File: src/rtl/memory_writeback.sv
// MEM/WB stage: runs lw/sw against a req/ack data memory with a timeout, and
// drives the write-back port toward decode. Stalls upstream while an access is outstanding.
module memory_writeback #(
  parameter int unsigned TIMEOUT = 15
) (
  input  logic        clk,
  input  logic        rst,
  input  logic        XM_valid,
  input  logic        XM_MemtoReg,
  input  logic        XM_RegWrite,
  input  logic        XM_MemRead,
  input  logic        XM_MemWrite,
  input  logic [4:0]  XM_RD,
  input  logic [31:0] XM_ALUout,
  input  logic [31:0] XM_MD,
  output logic        dm_req,
  output logic        dm_we,
  output logic [31:0] dm_addr,
  output logic [31:0] dm_wdata,
  input  logic [31:0] dm_rdata,
  input  logic        dm_ack,
  output logic        stall,
  output logic        MW_MemtoReg,
  output logic        MW_RegWrite,
  output logic [4:0]  MW_RD,
  output logic [31:0] MDR,
  output logic [31:0] MW_ALUout,
  output logic        mem_err
);

  localparam int unsigned CNT_W  = 8;
  localparam int unsigned REG_W  = 5;
  localparam int unsigned DATA_W = 32;

  typedef enum logic [0:0] {S_IDLE, S_WAIT} state_e;

  state_e              state_q, state_d;
  logic [CNT_W-1:0]    cnt_q, cnt_d;
  logic                dm_req_q, dm_req_d;
  logic                dm_we_q, dm_we_d;
  logic [DATA_W-1:0]   dm_addr_q, dm_addr_d;
  logic [DATA_W-1:0]   dm_wdata_q, dm_wdata_d;
  logic [REG_W-1:0]    lat_rd_q, lat_rd_d;
  logic                lat_memtoreg_q, lat_memtoreg_d;
  logic                lat_regwrite_q, lat_regwrite_d;
  logic                mw_memtoreg_q, mw_memtoreg_d;
  logic                mw_regwrite_q, mw_regwrite_d;
  logic [REG_W-1:0]    mw_rd_q, mw_rd_d;
  logic [DATA_W-1:0]   mdr_q, mdr_d;
  logic [DATA_W-1:0]   mw_alu_q, mw_alu_d;
  logic                mem_err_q, mem_err_d;

  logic memop;
  logic misaligned;
  logic timeout;

  assign memop      = XM_valid & (XM_MemRead | XM_MemWrite);
  assign misaligned = (XM_ALUout[1:0] != 2'b00);
  assign timeout    = (cnt_q == CNT_W'(TIMEOUT));

  // Gated by rst so stall reads 0 while reset is asserted, whatever XM_* shows.
  assign stall = rst & (((state_q == S_IDLE) & memop & ~misaligned) |
                        ((state_q == S_WAIT) & ~dm_ack & ~timeout));

  // Next-state and next-output logic.
  always_comb begin
    state_d        = state_q;
    cnt_d          = cnt_q;
    dm_req_d       = dm_req_q;
    dm_we_d        = dm_we_q;
    dm_addr_d      = dm_addr_q;
    dm_wdata_d     = dm_wdata_q;
    lat_rd_d       = lat_rd_q;
    lat_memtoreg_d = lat_memtoreg_q;
    lat_regwrite_d = lat_regwrite_q;
    mw_memtoreg_d  = mw_memtoreg_q;
    mw_regwrite_d  = 1'b0;
    mw_rd_d        = mw_rd_q;
    mdr_d          = mdr_q;
    mw_alu_d       = mw_alu_q;
    mem_err_d      = mem_err_q;

    case (state_q)
      S_IDLE: begin
        if (XM_valid && !memop) begin
          mw_rd_d       = XM_RD;
          mw_alu_d      = XM_ALUout;
          mw_memtoreg_d = 1'b0;
          mw_regwrite_d = XM_RegWrite & (XM_RD != REG_W'(0));
        end else if (memop && misaligned) begin
          mem_err_d = 1'b1;
        end else if (memop) begin
          state_d        = S_WAIT;
          cnt_d          = '0;
          dm_req_d       = 1'b1;
          dm_we_d        = XM_MemWrite & ~XM_MemRead;
          dm_addr_d      = XM_ALUout;
          dm_wdata_d     = XM_MD;
          lat_rd_d       = XM_RD;
          lat_memtoreg_d = XM_MemtoReg;
          lat_regwrite_d = XM_RegWrite;
        end
      end
      S_WAIT: begin
        // dm_addr_q doubles as the latched ALU result; ack beats timeout.
        if (dm_ack) begin
          state_d       = S_IDLE;
          cnt_d         = '0;
          dm_req_d      = 1'b0;
          if (!dm_we_q) mdr_d = dm_rdata;
          mw_rd_d       = lat_rd_q;
          mw_alu_d      = dm_addr_q;
          mw_memtoreg_d = lat_memtoreg_q;
          mw_regwrite_d = lat_regwrite_q & (lat_rd_q != REG_W'(0)) & ~dm_we_q;
        end else if (timeout) begin
          state_d   = S_IDLE;
          cnt_d     = '0;
          dm_req_d  = 1'b0;
          mem_err_d = 1'b1;
          mdr_d     = '0;
        end else begin
          cnt_d = cnt_q + CNT_W'(1);
        end
      end
      default: state_d = S_IDLE;
    endcase
  end

  always_ff @(posedge clk or negedge rst) begin
    if (!rst) begin
      state_q        <= S_IDLE;
      cnt_q          <= '0;
      dm_req_q       <= 1'b0;
      dm_we_q        <= 1'b0;
      dm_addr_q      <= '0;
      dm_wdata_q     <= '0;
      lat_rd_q       <= '0;
      lat_memtoreg_q <= 1'b0;
      lat_regwrite_q <= 1'b0;
      mw_memtoreg_q  <= 1'b0;
      mw_regwrite_q  <= 1'b0;
      mw_rd_q        <= '0;
      mdr_q          <= '0;
      mw_alu_q       <= '0;
      mem_err_q      <= 1'b0;
    end else begin
      state_q        <= state_d;
      cnt_q          <= cnt_d;
      dm_req_q       <= dm_req_d;
      dm_we_q        <= dm_we_d;
      dm_addr_q      <= dm_addr_d;
      dm_wdata_q     <= dm_wdata_d;
      lat_rd_q       <= lat_rd_d;
      lat_memtoreg_q <= lat_memtoreg_d;
      lat_regwrite_q <= lat_regwrite_d;
      mw_memtoreg_q  <= mw_memtoreg_d;
      mw_regwrite_q  <= mw_regwrite_d;
      mw_rd_q        <= mw_rd_d;
      mdr_q          <= mdr_d;
      mw_alu_q       <= mw_alu_d;
      mem_err_q      <= mem_err_d;
    end
  end

  assign dm_req      = dm_req_q;
  assign dm_we       = dm_we_q;
  assign dm_addr     = dm_addr_q;
  assign dm_wdata    = dm_wdata_q;
  assign MW_MemtoReg = mw_memtoreg_q;
  assign MW_RegWrite = mw_regwrite_q;
  assign MW_RD       = mw_rd_q;
  assign MDR         = mdr_q;
  assign MW_ALUout   = mw_alu_q;
  assign mem_err     = mem_err_q;

endmodule

File: config.mk
export PLATFORM = sky130hd
export DESIGN_NAME = memory_writeback
export DESIGN_NICKNAME = d
export VERILOG_FILES = /design/src/rtl/memory_writeback.sv
export SDC_FILE = /design/constraint.sdc
export NUM_CORES = 1
export LEC_CHECK = 0
export ABC_CLOCK_PERIOD_IN_PS = 2400
export BUFFER_PORTS_ARGS = -buffer_cell sky130_fd_sc_hd__buf_2
export CAP_MARGIN = 20
export CORE_MARGIN = 8
export CORE_UTILIZATION = 48
export CTS_CLUSTER_DIAMETER = 40
export DETAILED_ROUTE_END_ITERATION = 8
export GPL_TIMING_DRIVEN = 1
export HOLD_SLACK_MARGIN = 0.06
export PLACE_DENSITY = 0.79
export SETUP_SLACK_MARGIN = 0.2
export SLEW_MARGIN = 15
export SYNTH_ARGS = -nofsm -noshare
export SYNTH_HDL_FRONTEND = slang
export SYNTH_SLANG_ARGS = --single-unit
File: constraint.sdc
create_clock -name clk -period 2.4 [get_ports clk]
set_clock_uncertainty 0.1 [all_clocks]
set_input_delay 0.48 -clock clk [delete_from_list [all_inputs] [get_ports clk]]
set_output_delay 0.48 -clock clk [all_outputs]
set_load 0.005 [all_outputs]
Word-level counts from Yosys, hierarchy flattened --
Cells that the tools add are included.
Storage, ports and cells: output and inout port bits 139, register bits after elaboration 154, logic and storage cells 98, input bits 109
Cells by class: multiplexer cells 38, add/sub/neg operators 1, bitwise operators 20, reductions and logical operators 13, equality and inequality tests 11
Operator list (number):
- $mux W32 | 5
- $pmux W32 S2 | 1
- $mux W8 | 5
- $mux W1 | 18
- $pmux W8 S2 | 1
- $ne A2 B2 Y1 const B | 6
- $reduce_and A4 Y1 | 3
- $and A1 B1 Y1 | 10
- $mux W5 | 2
- $pmux W1 S2 | 5
- $pmux W5 S2 | 1
- $reduce_bool A5 Y1 | 2
- $add A8 B1 Y8 const B | 1
- $eq A8 B4 Y1 const B | 1
- $not A1 Y1 | 8
- $ne A2 B1 Y1 const B | 3
- $reduce_and A3 Y1 | 2
- $reduce_bool A2 Y1 | 2
- $ne A3 B2 Y1 const B | 1
- $logic_and A1 B1 Y1 | 2
- $or A1 B1 Y1 | 2
- $reduce_and A2 Y1 | 1
- $logic_not A1 Y1 | 1

Longest topological paths before layout --
Gate-level depths: netlist (run 1).
depth after elaboration 6, depth in mapped cells 6, gate-level depth less buffers 5

Worst setup path before layout (run 1) --
OpenSTA, ideal clock, no wires.
path kind reg2out, from register cnt_q[5], to output port stall, setup slack 0.389 ns, cell stages (with the launch flop) 5, arrival 1.431 ns, data required time 1.820 ns, path buffers 0, cells stage by stage dfrtp_1 -> or4_4 -> o21bai_2 -> o21ai_1 -> and2_1
On the way: cells in the longest elaborated chain, start to end 5
RTL lines:
- start: declaration | line 38 | logic [CNT_W-1:0] cnt_q, cnt_d;
- start signal: assignment | line 148 | cnt_q <= cnt_d;
- $eq A8 B4 Y1 | line 59 | assign timeout = (cnt_q == CNT_W'(TIMEOUT));
- $not A1 Y1 | line 63 | ((state_q == S_WAIT) & ~dm_ack & ~timeout));
- $and A1 B1 Y1 | line 63
- $or A1 B1 Y1 | line 62 | assign stall = rst & (((state_q == S_IDLE) & memop & ~misaligned) |
- $and A1 B1 Y1 | line 62
- end: declaration | line 22 | output logic stall,
No other way between the ends.

Final worst setup path (run 1) --
from register cnt_q[7], to output port stall
The elaborated chain is that of the path after synthesis.

==> results.txt, run 1 <==
- Failing checks: negative setup slack
* Peak supply drop: 754 µV
- The final hold violation count is 0.
- The floorplan step defined a die boundary enclosing roughly 17000 µm².
- The critical path in this run is classified as flop to primary output.
- In this run the static leakage power is 4.20 nW.
- Measured on the finished design, the core utilization comes to 0.666.
- The most used flip-flop cell after synthesis is sky130_fd_sc_hd__dfrtp_1.
- Relative slew slack: 0.429
- After synthesis, the cell types taking the most area are sky130_fd_sc_hd__dfrtp_1, sky130_fd_sc_hd__mux2_2, sky130_fd_sc_hd__mux2i_1.
- The floorplan has 41 rows.
- Hold repair after CTS inserted 0 buffers.
- A synthesized cell averages 13.3 µm².
* Startpoint kind of the worst setup timing path: flop
- Relative area change from synthesis to final layout: 35.3%
- The first detailed-routing pass took 4 iterations.
- The die is 130 µm wide.
* Clock slew seen by the registers of the worst setup and hold paths: 0.06 ns
- Worst r2r dst: state_q$_DFF_PN0_
- Aggregate negative setup slack: -0.0205 ns
- Tmin final: 2.42 ns
* Nature of the critical path endpoint: primary output
* Post-Place Worst Slack: 0.00899 ns
- Placeable Area: approximately 13000 µm²
- Vias in the first global route: 5238
* Gate count after technology mapping: around 470
- The worst register-to-register path begins at cnt_q[7]$_DFFE_PN0P_.
* Die height: 130 µm
* Number of port buffers: between 200 and 250
- Derived from the worst setup path, the maximum achievable clock frequency is 0.413 GHz.
- The number of different library cells used by synthesis comes to 46.
- Final estimated routing congestion in global placement: 0.809
- Counting flops and latches in the post-synthesis netlist gives 154.
- HP Class: input port to async pin
* Finished Layout Cells: 919
* Critical path required time: 1.82 ns
- Dividing total power by cell area gives a power density of approximately 950 nW/µm².
- Top cell family by delay on the critical path: simple AND/OR/NAND/NOR gates
* Min setup slack post-route: -0.0205 ns
* Depth of the worst register-to-register path: 12
- R2R Setup Slk: 0.06 ns
- Placed instance count: about 870
- Setup repair after global routing could not meet its margin everywhere.
* Max Fanout on Critical Path: 2
- Maximum number of pins on one net before global-route repair: between 150 and 200
- Overflow after GRT: 0
- I/O pin total: ~250
- The first routing iteration left 222 violations.
* Fraction of layout instances using a drive strength above 1: 0.481
- Period utilisation layout: 1.01
- Using the TritonRoute via totals, the vias-per-cell ratio works out to 5.18.
- The number of buffers and inverters on the critical path is 1.
- In this run the number of H-tree levels came out at 4.
- Synth area leader: sky130_fd_sc_hd__dfrtp_1
- Latest clock arrival within the worst-skew pair: ~0.4 ns
- Share of synthesized area occupied by flip-flops and latches: 0.618
* Total wirelength of the detailed-routed design: 17100 µm
- TritonCTS built the clock tree.
* Synthesis Warnings: 0
- For this run, the slowest stage of the critical path takes 0.55 ns.
- The detail route stage leaves a number of antenna-violating nets equal to 0.
- Clock tree synthesis inserted a total of 17 buffers.
* GR Util All Layers: 0.204
- The wire-length estimate of the detail-placed layout is between 10000 and 15000 µm.
- Across the run, the number of max-cap violations was 0.
- Post-synth EDFFs: 0
- Critical Path AT: 1.84 ns
- Initial Utilization: 0.492
* Cells along the critical path: or4_4 -> o21bai_4 -> o21ai_2 -> and2_4 -> buf_6
- Syn_nets: a little under 600
- For this design, the slowest cell found on the critical path is sky130_fd_sc_hd__or4_4.
- The final max-slew violation count is 0.
* Per-cell routed wire length: 18.6 µm
* Drt drc: 0
- Wire length of the first global-routing pass: 26600 µm
* Area share of the leading cell type in the synthesized netlist: 0.618
- Number of nets in the layout: 842
- Synth async-reset ratio: 1.00
- The initial antenna violation count is 5.
- Number of vias in the routed layout: roughly 4800
- Worst Tran Pin Value: 0.857 ns
- Clock tree synthesis selected as its root buffer the cell sky130_fd_sc_hd__clkbuf_16.
- Clock tree buffer depth: 2
- The clock drives about 150 sinks.
- Setup violations remaining at the end of the flow were counted as 1.
- The mapped netlist covers around 6200 µm².
- The flow ran to the end, but the final reports show violations.
==> cells in the mapped netlist, drive strengths merged, types with 2 or more instances <==
| master | number |
|---|---|
| or3 | 2 |
| nor2b | 5 |
| o21ai | 47 |
| nand2 | 47 |
| inv | 3 |
| mux2i | 37 |
| o21bai | 2 |
| a21oi | 3 |
| buf | 21 |
| or4 | 3 |
| mux2 | 71 |
| dfrtp | 154 |
| nor2 | 9 |
| nand3 | 7 |
| clkbuf | 5 |
| a22o | 33 |
==> area by class of cell <==
class                   count  area (µm²)
inverters                   3        11.3
clock inverters             7        92.6
flip-flops and latches    154        3850
clock buffers              24         482
diodes                      3        7.51
fillers                   985        4240
repair buffers            271        1510
multi-input cells         285        2260
well taps                 172         215
==> what timing repair did <==
item / 4_1_cts / 5_1_grt
cloned: 0 / 0
resized for setup: 11 / 3
endpoints found under the hold margin: 0 / 0
setup endpoints to repair: 32 / 33
buffers inserted: 13 / 3
pin swaps: 3 / 2
==> layer usage <==
| layer | routed length, µm | global-route usage | vias up |
|---|---|---|---|
| met5 | 26 | 0 | - |
| met4 | 493 | 0.0908 | 4 |
| met3 | 1340 | 0.0775 | 38 |
| met2 | 9050 | 0.359 | 162 |
| met1 | 6220 | 0.214 | 2357 |
| li1 | - | - | 2204 |
==> registers in the layout (all words and copies together) (netlist names) <==
signal	cells
MW_ALUout	32
dm_wdata	32
dm_addr	32
dm_we	1
state_q	1
MDR	32
dm_req	1
MW_MemtoReg	1
lat_regwrite_q	1
lat_rd_q	5
cnt_q	8
MW_RD	5
lat_memtoreg_q	1
mem_err	1
MW_RegWrite	1
==> worst max-delay path by stage <==
stage | startpoint | to | slack (ns) | depth (start not counted)
2_1_floorplan | cnt_q[5]$_DFFE_PN0P_ | stall | 0.39 | 4
3_3_place_gp | cnt_q[0]$_DFFE_PN0P_ | MDR[26]$_DFFE_PN0P_ | 0.18 | 5
3_5_place_dp | cnt_q[0]$_DFFE_PN0P_ | MDR[26]$_DFFE_PN0P_ | 0.009 | 5
4_1_cts | cnt_q[7]$_DFFE_PN0P_ | stall | -0.09 | 5
5_1_grt | cnt_q[7]$_DFFE_PN0P_ | stall | -0.1 | 5
6_report | cnt_q[7]$_DFFE_PN0P_ | stall | -0.02 | 5
==> cells in the final DEF (no fill, tap or decap), types with 3 or more instances in the layout <==
| cell type | instances |
|---|---|
| sky130_fd_sc_hd__buf_4 | 12 |
| sky130_fd_sc_hd__mux2_1 | 25 |
| sky130_fd_sc_hd__buf_12 | 4 |
| sky130_fd_sc_hd__a21oi_1 | 3 |
| sky130_fd_sc_hd__clkinvlp_4 | 3 |
| sky130_fd_sc_hd__buf_2 | 245 |
| sky130_fd_sc_hd__buf_6 | 10 |
| sky130_fd_sc_hd__clkbuf_16 | 17 |
| sky130_fd_sc_hd__nand3_1 | 6 |
| sky130_fd_sc_hd__dfrtp_1 | 153 |
| sky130_fd_sc_hd__mux2i_1 | 37 |
| sky130_fd_sc_hd__mux2_2 | 45 |
| sky130_fd_sc_hd__clkbuf_8 | 3 |
| sky130_fd_sc_hd__nand2_1 | 47 |
| sky130_fd_sc_hd__inv_1 | 3 |
| sky130_fd_sc_hd__nor2b_1 | 5 |
| sky130_fd_sc_hd__clkbuf_1 | 4 |
| sky130_fd_sc_hd__o21ai_0 | 13 |
| sky130_fd_sc_hd__a22o_1 | 32 |
| sky130_fd_sc_hd__nor2_1 | 7 |
| sky130_fd_sc_hd__diode_2 | 3 |
| sky130_fd_sc_hd__o21ai_1 | 32 |
==> where the power goes <==
group	switching (mW)	internal, mW
sequential	0.390	3.24
clock	0.983	1.60
combinational	0.800	0.953
==> per-stage QoR <==
step                      instance area (µm²)  hold WS, ns  total power [mW]
after floorplan                          6230       0.0844              4.37
after global placement                   7670        0.362              5.31
after detailed placement                 7670        0.369              5.43
after CTS                                8390        0.166              8.07
after global routing                     8430        0.165              8.39
final                                    8430       0.0448              7.97
==> logic make-up (layout without fill, tap and decap cells) <==
| family | count (synthesis) | count (layout) | share of synthesized area |
|---|---|---|---|
| AOI/OAI and AO/OA | 94 | 94 | 0.103 |
| xor gates and xnor gates | 2 | 2 | 0.00281 |
| adders and majority gates | 1 | 1 | 0.00201 |
| buffers and inverters | 29 | 305 | 0.0265 |
| DFF | 154 | 154 | 0.618 |
| muxes | 108 | 108 | 0.188 |
| other | 0 | 3 | 0 |
| and+or+nand+nor | 80 | 80 | 0.0590 |
(Power assumes the default switching activity.)
==> inputs of run 2 (changes only) <==
--- a/config.mk
+++ b/config.mk
@@ -8,7 +8,7 @@
 export ABC_CLOCK_PERIOD_IN_PS = 2400
 export BUFFER_PORTS_ARGS = -buffer_cell sky130_fd_sc_hd__buf_2
 export CAP_MARGIN = 20
-export CORE_MARGIN = 8
+export CORE_MARGIN = 3
 export CORE_UTILIZATION = 48
 export CTS_CLUSTER_DIAMETER = 40
 export DETAILED_ROUTE_END_ITERATION = 8
==> results.txt, run 2 (synthesis results as in run 1) <==
- The flow ran to the end, but the final reports show violations.
* Failing checks: negative setup slack
- Combinational fraction of design power: 0.208 (-0.012)
- The post-layout worst setup margin is -0.0337 ns (-0.0132 ns).
- RSZ-0062 raised after global routing: true
* Number of buffer and inverter instances along the worst setup path: 1 (unchanged)
* Root buffer selected by CTS: sky130_fd_sc_hd__clkbuf_16
- Clock tree buffer depth: 2 (unchanged)
- The core occupancy in the finished layout was 0.663 (-0.00296).
- The clock transition at the registers of the reported paths is 0.06 ns (about the same).
* Worst Tran Pin Value: 0.789 ns (-0.0684 ns)
* Cells along the critical path: or4_4 -> o21bai_4 -> o21ai_2 -> and2_1 -> buf_2
* Area enclosed by the die boundary: 14400 µm² (-15%)
- The setup path with the least slack is of type flop to primary output.
- GR Util All Layers: 0.222 (+0.0179)
- The routability congestion estimate from global placement was 0.771 (-4.7%).
* Part of the power in the clock network: 0.345 (+0.020)
- The vertical die dimension came to 120 µm (-7.7%).
- Fraction of layout instances using a drive strength above 1: 0.477 (-0.00422)
- The count of nets after finishing was 836 (-0.71%).
* HP Class: input port to async pin
* CTS HTree Levels: 4 (unchanged)
- Violation count after the first detailed-route iteration: 206 (-7.2%)
* Period utilisation layout: 1.01 (+0.00549)
- Initial Utilization: 0.492 (unchanged)
- The pin count of the biggest net entering global routing is 155 (unchanged).
- Routed vias/inst: 5.16 (-0.40%)
* Post-Place Worst Slack: -0.00884 ns (-0.0178 ns)
- The portion of total power attributed to sequential cells is 0.447 (-0.009).
* Switching power of the nets: 2.14 mW (-1.5%)
- Standard cell with the maximum stage delay on the critical path: sky130_fd_sc_hd__or4_4
- The total power is 8.14 mW (+2.0%).
- Hpwl dp: 11100 µm (-9.8%)
- Int Power: 6.00 mW (+3.4%)
* Per-cell routed wire length: 17.3 µm (-7.1%)
* Drt drc: 0 (unchanged)
* Placeable Area: 12700 µm² (unchanged)
* Highest Clock Rate: 0.411 GHz (-0.54%)
- Max Fanout on Critical Path: 2 (unchanged)
- The kind of cell with the highest combined delay along the critical path is simple AND/OR/NAND/NOR gates.
* Detailed-router iteration count before antenna repair: 4 (unchanged)
* Latest clock arrival within the worst-skew pair: 0.41 ns (about the same)
- Areal power density over the cells: 969 nW/µm² (+2.5%)
- The final hold violation count came to 0 (unchanged).
- The signal arrival time at the worst endpoint was 1.85 ns (about the same).
* Total wirelength of the detailed-routed design: 15800 µm (-7.8%)
* Critical path required time: 1.82 ns (about the same)
* Die width: 120 µm (-7.7%)
* Placement Rows: 41 (unchanged)
- Antenna violations before repair: 3 (-2)
- The minimum clock period is 2.43 ns (+0.0132 ns).
- The antenna violation net count after detailed routing is 0 (unchanged).
* Clock tree from TritonCTS: done
- The number of global-route vias before repair is 4992 (-4.7%).
- The post-route setup TNS came to -0.0337 ns (-0.0132 ns).
- Max cap viols: 0 (unchanged)
- Number of port buffers: 247 (unchanged)
- The overflow left after global routing came to 0 (unchanged).
- The area growth from synthesis to layout is 34.7%.
- The via count came to 4710 (-1.2%).
- The top cell types in the final layout, fill and taps aside, are sky130_fd_sc_hd__buf_2, sky130_fd_sc_hd__dfrtp_1, sky130_fd_sc_hd__nand2_1.
- The library cell used most frequently in the layout, excluding fill and tap cells, is sky130_fd_sc_hd__buf_2.
- The final max-slew violation count is 0 (unchanged).
- The maximum single-stage delay on the critical path came to 0.55 ns (about the same).
- I/O pin total: 248 (unchanged)
- Count of endpoints failing setup in the final report: 1 (unchanged)
- The worst setup path is captured at a primary output.
- Wire length of the first global-routing pass: 25200 µm (-5.3%)
- The leakage power of the design was 4.19 nW (-0.31%).
* Clock buffers created by TritonCTS: 17 (unchanged)
- Relative slew slack: 0.472 (+0.0436)
- Startpoint kind of the worst setup timing path: flop
* Clock Sink Count: 154 (unchanged)
- The count of hold buffers inserted by post-cts repair came to 0 (unchanged).
* Fraction of power spent switching nets: 0.263 (-0.00939)
- The worst supply voltage drop on vdd came to 631 µV (-16%).
[run 2: cell types whose count changed in the layout (fill, tap and decap cells not counted), sizes merged]
cell,delta
clkinvlp,-3
clkinv,+1
diode,-1
bufinv,+2
buf,-6
[run 2: metal layers]
| layer | global-route usage | up-vias | wire length (µm) |
|---|---|---|---|
| met2 | 0.379 | 158 | 8240 |
| met1 | 0.260 | 2324 | 6120 |
| li1 | - | 2200 | - |
| met5 | 0 | - | 20 |
| met4 | 0.0923 | 2 | 345 |
| met3 | 0.0688 | 26 | 1070 |
[run 2: final timing paths]
| kind | startpoint | to | slack [ns] | cells past startpoint |
|---|---|---|---|---|
| hold reg to reg | MW_ALUout[31]$_DFFE_PN0P_ | MW_ALUout[31]$_DFFE_PN0P_ | 0.38 | 2 |
| hold / removal | rst | MW_ALUout[2]$_DFFE_PN0P_ | 0.14 | 2 |
| max in group asynchronous | rst | state_q$_DFF_PN0_ | 1.48 | 2 |
| min in group clk | XM_MD[6] | dm_wdata[6]$_DFFE_PN0P_ | 0.18 | 2 |
| setup reg to reg | cnt_q[4]$_DFFE_PN0P_ | MDR[16]$_DFFE_PN0P_ | 0.34 | 5 |
| setup / recovery | cnt_q[4]$_DFFE_PN0P_ | stall | -0.03 | 5 |
[run 2: final cells by class]
type	count	area, µm²
Clock buffer	24	482
Sequential cell	154	3850
Clock inverter	7	139
Tap cell	172	215
Fill cell	1007	4280
Antenna cell	2	5.00
Inverter	3	11.3
Timing Repair Buffer	265	1430
Multi-Input combinational cell	285	2260
[run 2: what timing repair did]
action                     CTS  global route
setup endpoints to repair   32            32
pin swaps                    3             2
setup buffers                5             2
resized for setup            1             3
[run 2: power by group through the flow]
stage / sequential (mW) / clock [mW] / combinational [mW]
finish: 3.64 / 2.80 / 1.69
global route: 3.73 / 2.97 / 1.88
detailed placement: 3.67 / 0 / 1.72
global placement: 3.63 / 0 / 1.65
CTS: 3.64 / 2.85 / 1.73
floorplan: 3.68 / 0 / 0.692
[run 2: worst reg2reg max path: stages (launching register included)]
cell and delay, ns:
sky130_fd_sc_hd__dfrtp_1 0.38, sky130_fd_sc_hd__or4_4 0.55, sky130_fd_sc_hd__buf_4 0.17, sky130_fd_sc_hd__nor3_2 0.21
sky130_fd_sc_hd__o21ai_4 0.26, sky130_fd_sc_hd__a22o_1 0.28
[run 2: stage by stage]
step	cells	area, µm²	hold WS, ns
finish	912	8400	0.140
global placement	872	7690	0.359
CTS	908	8360	0.161
detailed placement	872	7690	0.366
floorplan	468	6230	0.0844
global route	912	8400	0.166
